File: src/rtl/matraptor_pkg.sv
// Shared types for the MatRaptor fill-phase front end: queue entry layout and core FSM states.
package matraptor_pkg;

    localparam int PKG_DATA_W = 32;
    localparam int PKG_IDX_W  = 16;

    // Entry widths are fixed here; the core/PE DATA_W and IDX_W must match these.
    typedef struct packed {
        logic [PKG_DATA_W-1:0] val;
        logic [PKG_IDX_W-1:0]  col;
    } entry_t;

    typedef enum logic [1:0] {IDLE, FILL, CLOSE} core_state_t;

endpackage

File: src/rtl/matraptor_spgemm_core_pe.sv
// One processing element: splits an output row into sorted column runs, one run per queue.
module matraptor_pe
    import matraptor_pkg::*;
#(
    parameter int DATA_W  = PKG_DATA_W,
    parameter int IDX_W   = PKG_IDX_W,
    parameter int NQ      = 8,
    parameter int Q_DEPTH = 256
) (
    input  logic              clk,
    input  logic              rst_n,
    input  logic              wr_en,
    input  logic              first,
    input  logic              clear,
    input  logic [DATA_W-1:0] val,
    input  logic [IDX_W-1:0]  col
);
    localparam int QS_W   = (NQ > 1) ? $clog2(NQ) : 1;
    localparam int PTR_W  = $clog2(Q_DEPTH) + 1;
    localparam int ADDR_W = (Q_DEPTH > 1) ? $clog2(Q_DEPTH) : 1;

    entry_t                   queue_mem [NQ][Q_DEPTH];
    logic [NQ-1:0][PTR_W-1:0] wr_ptr;
    logic [QS_W-1:0]          q_sel;
    logic [QS_W-1:0]          nxt_q;
    logic [IDX_W-1:0]         last_col;
    logic                     overflow;
    logic                     full;

    // A non-ascending column starts a new run in the next queue.
    always_comb begin
        nxt_q = q_sel;
        if (first)
            nxt_q = '0;
        else if (col <= last_col)
            nxt_q = (q_sel == QS_W'(NQ - 1)) ? '0 : q_sel + 1'b1;
    end

    assign full = (wr_ptr[nxt_q] == PTR_W'(Q_DEPTH));

    always_ff @(posedge clk) begin
        if (!rst_n) begin
            wr_ptr   <= '0;
            q_sel    <= '0;
            last_col <= '0;
            overflow <= 1'b0;
        end else if (clear) begin
            wr_ptr <= '0;
        end else if (wr_en) begin
            q_sel    <= nxt_q;
            last_col <= col;
            if (full)
                overflow <= 1'b1;
            else
                wr_ptr[nxt_q] <= wr_ptr[nxt_q] + 1'b1;
        end
    end

    always_ff @(posedge clk) begin
        if (wr_en && !clear && !full)
            queue_mem[nxt_q][wr_ptr[nxt_q][ADDR_W-1:0]] <= '{val: val, col: col};
    end

endmodule

File: src/rtl/matraptor_spgemm_core.sv
// Fill-phase front end: steers each output row's triples to its owner PE and signals row close.
module matraptor_spgemm_core
    import matraptor_pkg::*;
#(
    parameter int DATA_W  = PKG_DATA_W,
    parameter int IDX_W   = PKG_IDX_W,
    parameter int NQ      = 8,
    parameter int Q_DEPTH = 256,
    parameter int NUM_PES = 1
) (
    input  logic               clk,
    input  logic               rst_n,
    input  logic               in_valid,
    output logic               in_ready,
    input  logic [DATA_W-1:0]  in_val,
    input  logic [IDX_W-1:0]   in_row,
    input  logic [IDX_W-1:0]   in_col,
    input  logic               in_last,
    output logic [NUM_PES-1:0] pe_row_done
);
    localparam int                 PE_W   = (NUM_PES > 1) ? $clog2(NUM_PES) : 1;
    localparam logic [NUM_PES-1:0] PE_ONE = 1;

    core_state_t      state;
    logic [IDX_W-1:0] cur_row;
    logic [PE_W-1:0]  in_pe;
    logic [PE_W-1:0]  cur_pe;
    logic             accept;

    function automatic logic [PE_W-1:0] owner(input logic [IDX_W-1:0] row);
        return (NUM_PES > 1) ? row[PE_W-1:0] : '0;
    endfunction

    assign in_pe  = owner(in_row);
    assign cur_pe = owner(cur_row);

    always_comb begin
        in_ready = 1'b0;
        if (rst_n) begin
            case (state)
                IDLE:    in_ready = 1'b1;
                FILL:    in_ready = (in_row == cur_row);
                default: in_ready = 1'b0;
            endcase
        end
    end

    assign accept = in_valid && in_ready;

    // A triple for a different row closes the current one and waits for IDLE.
    always_ff @(posedge clk) begin
        if (!rst_n) begin
            state       <= IDLE;
            cur_row     <= '0;
            pe_row_done <= '0;
        end else begin
            pe_row_done <= '0;
            case (state)
                IDLE: if (accept) begin
                    cur_row <= in_row;
                    if (in_last) begin
                        state       <= CLOSE;
                        pe_row_done <= PE_ONE << in_pe;
                    end else begin
                        state <= FILL;
                    end
                end
                FILL: if ((accept && in_last) || (in_valid && !in_ready)) begin
                    state       <= CLOSE;
                    pe_row_done <= PE_ONE << cur_pe;
                end
                CLOSE:   state <= IDLE;
                default: state <= IDLE;
            endcase
        end
    end

    for (genvar i = 0; i < NUM_PES; i++) begin : PES
        matraptor_pe #(
            .DATA_W (DATA_W),
            .IDX_W  (IDX_W),
            .NQ     (NQ),
            .Q_DEPTH(Q_DEPTH)
        ) U_PE (
            .clk  (clk),
            .rst_n(rst_n),
            .wr_en(accept && (in_pe == PE_W'(i))),
            .first(state == IDLE),
            .clear((state == CLOSE) && (cur_pe == PE_W'(i))),
            .val  (in_val),
            .col  (in_col)
        );
    end

endmodule

File: config.mk
export PLATFORM = sky130hd
export DESIGN_NAME = matraptor_spgemm_core
export DESIGN_NICKNAME = d
export VERILOG_FILES = /design/src/rtl/matraptor_pkg.sv /design/src/rtl/matraptor_spgemm_core_pe.sv /design/src/rtl/matraptor_spgemm_core.sv
export SDC_FILE = /design/constraint.sdc
export NUM_CORES = 1
export LEC_CHECK = 0
export CORE_MARGIN = 2
export CORE_UTILIZATION = 35
export CTS_CLUSTER_DIAMETER = 80
export DETAILED_ROUTE_END_ITERATION = 10
export GPL_TIMING_DRIVEN = 0
export PLACE_DENSITY = 0.83
export SETUP_SLACK_MARGIN = 0.02
export SYNTH_ARGS = -nofsm -noshare
export SYNTH_HDL_FRONTEND = slang
export SYNTH_SLANG_ARGS = --single-unit
export TNS_END_PERCENT = 5
File: constraint.sdc
create_clock -name clk -period 2.4 [get_ports clk]
set_clock_uncertainty 0.15 [all_clocks]
set_input_delay 0.36 -clock clk [delete_from_list [all_inputs] [get_ports clk]]
set_output_delay 0.36 -clock clk [all_outputs]
set_load 0.01 [all_outputs]
==> results of run 1 <==
final timing paths:
| kind | start | endpoint | slack (ns) | cells past startpoint |
|---|---|---|---|---|
| max | cur_row[6]$_SDFFE_PN0P_ | pe_row_done$_SDFF_PN0_ | 0.10 | 11 |
| min | in_row[3] | cur_row[3]$_SDFFE_PN0P_ | 0.31 | 3 |
| min reg2reg | cur_row[0]$_SDFFE_PN0P_ | cur_row[0]$_SDFFE_PN0P_ | 0.32 | 2 |
| max reg2reg | cur_row[6]$_SDFFE_PN0P_ | pe_row_done$_SDFF_PN0_ | 0.10 | 11 |
power by group:
| group | switching, uW | total (uW) | leakage (uW) | internal, uW |
|---|---|---|---|---|
| logic | 56.0 | 111 | 0.000354 | 55.1 |
| registers | 11.7 | 343 | 0.000156 | 332 |
| clock network | 87.6 | 152 | 0.0000150 | 64.5 |
| total | 155 | 607 | 0.000524 | 451 |
cell families after synthesis:
| logic type | Yosys count |
|---|---|
| xor gates and xnor gates | 16 |
| and+or+nand+nor | 44 |
| AOI/OAI and AO/OA | 21 |
| buffers and inverters | 4 |
| DFF | 19 |
metrics by stage:
stage / hold slack (ns) / total power (uW) / instance area (sq um)
finish: 0.314 / 607 / 1250
global route: 0.315 / 647 / 1250
CTS: 0.313 / 611 / 1230
detailed placement: 0.311 / 466 / 1150
global placement: 0.302 / 460 / 1150
floorplan: 0.297 / 407 / 905
flip-flops by register name, summed over array words and instances, names as in the netlist:
register and flops:
cur_row 16, state 2, pe_row_done 1
cells in the final DEF, fill, tap and decap left out:
cell	count
a21boi_1	16
buf_6	2
dlygate4sd2_1	15
clkbuf_4	3
dfxtp_1	18
nand2_1	33
or2_1	1
xor2_1	14
and3_1	1
a32o_1	2
dfxtp_2	1
buf_4	6
nor2b_1	1
nor2_2	1
nand3b_1	1
a311oi_1	1
clkbuf_1	2
a21oi_2	1
xor2_2	2
clkdlybuf4s50_1	5
buf_2	4
o21ai_0	1
nand4_1	1
nand2b_1	1
nor4_2	4
worst reg2reg max path, stage by stage, from the launching register on:
cell and delay, ns:
dfxtp_2 0.34, xor2_1 0.16, nor4_2 0.32, nand4_1 0.18, buf_4 0.16, buf_4 0.12
buf_4 0.12, buf_4 0.12, buf_4 0.12, buf_6 0.10, buf_6 0.10, a32o_1 0.20
what timing repair did:
action                                  in CTS  in global routing
buffers inserted                             9                  0
hold endpoints to repair                     0                  0
resized for setup                           22                  5
pin swaps                                    7                  1
endpoints found under the setup margin       1                  4
layout make-up:
| class | count | area share (%) |
|---|---|---|
| plain buffers | 4 | 1.50 |
| multi-input cells | 81 | 42.8 |
| flip-flops and latches | 19 | 30.4 |
| repair buffers | 29 | 20.2 |
| clock buffers | 4 | 2.09 |
| well taps | 30 | 2.99 |
layer usage:
metal | GRT usage [%] | wire [um]
met1 | 17.6 | 820
met2 | 23.0 | 935
met3 | 3.28 | 93
met4 | 3.75 | 17
met5 | 0 | 0
==> flow_metrics.tcl, run 1 <==
set metrics [dict create \
    die_x_um 54.8 \
    drt-initial-drc-count 7 \
    yosys_most_used_dff "dfxtp_1" \
    fillers 228 \
    hold_viol 0 \
    cp_data_arrival_time_ns 2.33 \
    fin_tns_setup_ns 0 \
    die_height_um 54.8 \
    grt_pass1_vias 700 \
    clock_path_buffers 2 \
    cp.required_ns 2.43 \
    muxShareOfSynthArea_pct 0 \
    syn2layout_area_growth_pct 38.7 \
    placed_cells 155 \
    dieArea_sq_um 3010 \
    hold_class "in2reg" \
    hpwl_um 1430 \
    cts.reportedPaths.clkPinSlew_ns 0.10 \
    synth_compound_area_share_pct 17.6 \
    seq_area_frac_synth_pct 42.0 \
    grt_max_degree 11 \
    pre_cts_ws_ns -0.428 \
    power_density_nw_per_um2 483 \
    yosysTopAreaCellShare_pct 42.0 \
    cpLargestDelayFamily "buffers and inverters" \
    path_cells "xor2_1 -> nor4_2 -> nand4_1 -> buf_4 -> buf_4 -> buf_4 -> buf_4 -> buf_4 -> buf_6 -> buf_6 -> a32o_1" \
    path_common_cell "buf_4" \
    antenna_cells 0 \
    utilization_pct 51.1 \
    layout_min_cycle_time_ns 2.30 \
    synthMostInstantiatedCell "nand2_1" \
    syn_avg_cell_area_sq_um 8.70 \
    h-tree-depth 1 \
    vias_per_cell 4.75 \
    status "complete, no violations" \
    synth_edf_count 0 \
    cts_buffers 3 \
    path_max_fanout 3 \
    netlist_top_cells_count "nand2_1, dfxtp_1, a21boi_1, xor2_1, buf_2" \
    final_nets 206 \
    port_buffers 21 \
    start_util_pct 36.9 \
    max_slew_margin_pct 78.9 \
    via_count 794 \
    synth.distinct_cells 19 \
    path_class "reg2reg" \
    core-area_sq_um 2450 \
    clockRootBuffer "clkbuf_4" \
    async_reset_ff_share_pct 0 \
    layout_setup_ws_ns 0.104 \
    overflow 0 \
    startpoint_type "flip-flop" \
    multi_input_area_sq_um 537 \
    remaining_drc_errors 0 \
    dr.pass1.iters 4 \
    antenna_found_initial 0 \
    num_rows 18 \
    crit_path_end_kind "flip-flop" \
    rsz0062_at_grt "true" \
    routed_wl_um 1870 \
    synthXorXnorAreaFrac_pct 15.5 \
    seq_area_sq_um 382 \
    critPathBufInv 7 \
    yosys.area_share.adder_pct 0 \
    ioPinCount 70 \
    critPathSlowestCell "dfxtp_2" \
    clock_latency_ns 0.29 \
    leakage_uw 0.000524 \
    ys_ff_latch 19 \
    fmax_ghz 0.436 \
    setup-violations-final 0 \
    gp_congestion 0.742 \
    syn-instance-count 104 \
    grt_pass1_wl_um 2970 \
    post-route-period-util_pct 95.7 \
    syn_nets 172 \
    layout-drive-gt1-share_pct 17.5 \
    cts_tree "yes" \
    worst_pin_slew_ns 0.317 \
    yosys_warnings 0 \
    wire_per_inst_um 11.2 \
    ir_drop_mv 0.359 \
    yosys.area.top_type "dfxtp_1" \
    hold_buffers 0 \
    gr-usage-all-layers_pct 13.8 \
    ant_nets 0 \
    drv_slew 0 \
    cpPeakStageDelay_ns 0.34 \
    netlist_top_cells_area "dfxtp_1, xor2_1, nand2_1, a21boi_1, nor4_2" \
    yosys.area_share.simple_pct 22.8 \
    synth_top_family_by_area "simple AND/OR/NAND/NOR gates" \
    cts_sinks 19 \
    layoutNonFillerInstCount 167 \
    netlist_area_sq_um 905 \
    maxCapViolations 0 \
]
Note: power is estimated with default switching activity, not from simulation.
==> inputs of run 2 (changes only) <==
--- a/config.mk
+++ b/config.mk
@@ -10,7 +10,7 @@
 export CTS_CLUSTER_DIAMETER = 80
 export DETAILED_ROUTE_END_ITERATION = 10
 export GPL_TIMING_DRIVEN = 0
-export PLACE_DENSITY = 0.83
+export PLACE_DENSITY = 0.86
 export SETUP_SLACK_MARGIN = 0.02
 export SYNTH_ARGS = -nofsm -noshare
 export SYNTH_HDL_FRONTEND = slang
==> flow_metrics.tcl, run 2 (synthesis results as in run 1) <==
set metrics [dict create \
    status "complete, no violations" \
    r2r_start "cur_row[7]$_SDFFE_PN0P_" \
    netSwitchingPower_uw 159 \
    grt_pass1_vias 767 \
    fmax_ghz 0.439 \
    setup-violations-final 0 \
    gr-usage-all-layers_pct 13.7 \
    p_total_uw 615 \
    clock_latency_ns 0.29 \
    layout-drive-gt1-share_pct 9.92 \
    hold_viol 0 \
    layout_min_cycle_time_ns 2.28 \
    worstHoldPathCells 2 \
    startpoint_type "input pin" \
    hpwl_um 1330 \
    vias_per_cell 4.86 \
    port_buffers 21 \
    worst_pin_slew_ns 0.310 \
    clock_power_share_pct 26.1 \
    routed_wl_um 1700 \
    cts_tree "yes" \
    cts_buffers 3 \
    maxCapViolations 0 \
    die_x_um 54.8 \
    multi_input_area_sq_um 505 \
    h-tree-depth 1 \
    pwr-share-seq_pct 55.7 \
    switching_share_pct 25.8 \
    clockRootBuffer "clkbuf_4" \
    post-route-period-util_pct 95.0 \
    die_height_um 54.8 \
    via_count 783 \
    hold_end "cur_row[11]$_SDFFE_PN0P_" \
    crit_path_end_kind "primary output" \
    cts.reportedPaths.clkPinSlew_ns 0.11 \
    antenna_cells 0 \
    largest_register_ffs 16 \
    clock_path_buffers 2 \
    r2r_cells 6 \
    fillers 246 \
    ioPinCount 70 \
    final_cell_mix "nand2_1, clkdlybuf4s50_1, dfxtp_1" \
    wire_per_inst_um 10.6 \
    cp.required_ns 1.89 \
    hold_class "reg2reg" \
    path_class "in2out" \
    seq_area_sq_um 380 \
    num_rows 18 \
    leakage_uw 0.000475 \
    ant_nets 0 \
    pre_cts_ws_ns -0.370 \
    final_nets 200 \
    path_max_fanout 2 \
    max_slew_margin_pct 79.4 \
    dr.pass1.iters 4 \
    ir_drop_mv 0.348 \
    dieArea_sq_um 3010 \
    power_density_nw_per_um2 517 \
    reg.largest.list "cur_row x16, state x2, pe_row_done x1" \
    p_int_uw 456 \
    gp_congestion 0.781 \
    drv_slew 0 \
    start_util_pct 36.9 \
    overflow 0 \
    antenna_found_initial 0 \
    hp-start "cur_row[11]$_SDFFE_PN0P_" \
    remaining_drc_errors 0 \
    grt_max_degree 12 \
    top_register "cur_row" \
    reg2reg_to "state[0]$_SDFFE_PN0P_" \
    combPwrFrac_pct 18.3 \
    rsz0062_at_grt "false" \
    layout_setup_ws_ns 0.120 \
    core-area_sq_um 2450 \
    syn2layout_area_growth_pct 31.5 \
    final_common_cell "nand2_1" \
    cp_data_arrival_time_ns 1.77 \
    reg2reg_slack_ns 0.67 \
    grt_pass1_wl_um 2970 \
    drt-initial-drc-count 6 \
    cts_sinks 19 \
    hold_buffers 0 \
]
[run 2: changes by cell type in the layout (fill, tap and decap cells not counted), sizes merged]
| cell | before | now |
|---|---|---|
| buf | 12 | 6 |
| dlygate4sd2 | 15 | 0 |
| clkbuf | 5 | 4 |
| clkdlybuf4s50 | 5 | 20 |
| clkinv | 0 | 1 |
[run 2: final cells by class]
type | instances | share of cell area (%)
repair buffers | 23 | 18.5
plain buffers | 4 | 1.58
multi-input cells | 81 | 42.5
clock inverters | 1 | 0.421
flip-flops and latches | 19 | 32.0
clock buffers | 3 | 1.89
well taps | 30 | 3.15
[run 2: power groups by stage]
stage | clock network [uW] | registers [uW] | logic (uW)
after global routing | 176 | 345 | 125
final | 160 | 342 | 112
after detailed placement | 0 | 350 | 114
after floorplan | 0 | 348 | 58.5
after CTS | 163 | 342 | 115
after global placement | 0 | 349 | 111
[run 2: metrics by stage]
step           area, sq um  hold WS (ns)  cells  setup TNS, ns  util, %
4_1_cts               1190         0.331    160              0     48.4
3_3_place_gp          1150         0.301    155         -0.379     46.9
2_1_floorplan          905         0.297    104              0        -
3_5_place_dp          1150         0.311    155         -0.370     46.9
6_report              1190         0.327    161              0     48.5
5_1_grt               1190         0.350    161              0     48.5
[run 2: metal layers]
| layer | global-route usage (%) | routed length [um] | part of all wire, % | vias up |
|---|---|---|---|---|
| li1 | - | - | - | 403 |
| met1 | 15.1 | 728 | 43 | 363 |
| met2 | 26.4 | 903 | 53 | 15 |
| met3 | 1.64 | 59 | 3.5 | 2 |
| met4 | 5.00 | 13 | 0.76 | 0 |
| met5 | 0 | 0 | 0 | - |
[run 2: what timing repair did]
item                                    CTS  global route
endpoints found under the setup margin    1             1
resized for setup                         3             1
pin swaps                                 2             4
setup buffers                             1             1
[run 2: how the worst max path moves through the flow]
stage,startpoint,end,slack [ns],cells after the start
6_report,in_row[7],in_ready,0.12,6
5_1_grt,in_row[1],in_ready,0.02,6
3_3_place_gp,in_row[12],in_ready,-0.38,6
3_5_place_dp,in_row[12],in_ready,-0.37,6
2_1_floorplan,in_row[14],in_ready,0.71,4
4_1_cts,in_row[9],in_ready,0.03,6
[run 2: worst max-delay path: stages]
cell and delay (ns):
clkdlybuf4s50_1 0.44, xor2_1 0.16, nor4_2 0.28, nand4_1 0.18, a21oi_1 0.19, buf_2 0.15
==> inputs of run 3 (changes only) <==
--- a/config.mk
+++ b/config.mk
@@ -7,7 +7,7 @@
 export LEC_CHECK = 0
 export CORE_MARGIN = 2
 export CORE_UTILIZATION = 35
-export CTS_CLUSTER_DIAMETER = 80
+export CTS_CLUSTER_DIAMETER = 120
 export DETAILED_ROUTE_END_ITERATION = 10
 export GPL_TIMING_DRIVEN = 0
 export PLACE_DENSITY = 0.86
==> results of run 3 <==
No change in the layout: final DEF, timing and power equal those of run 2.
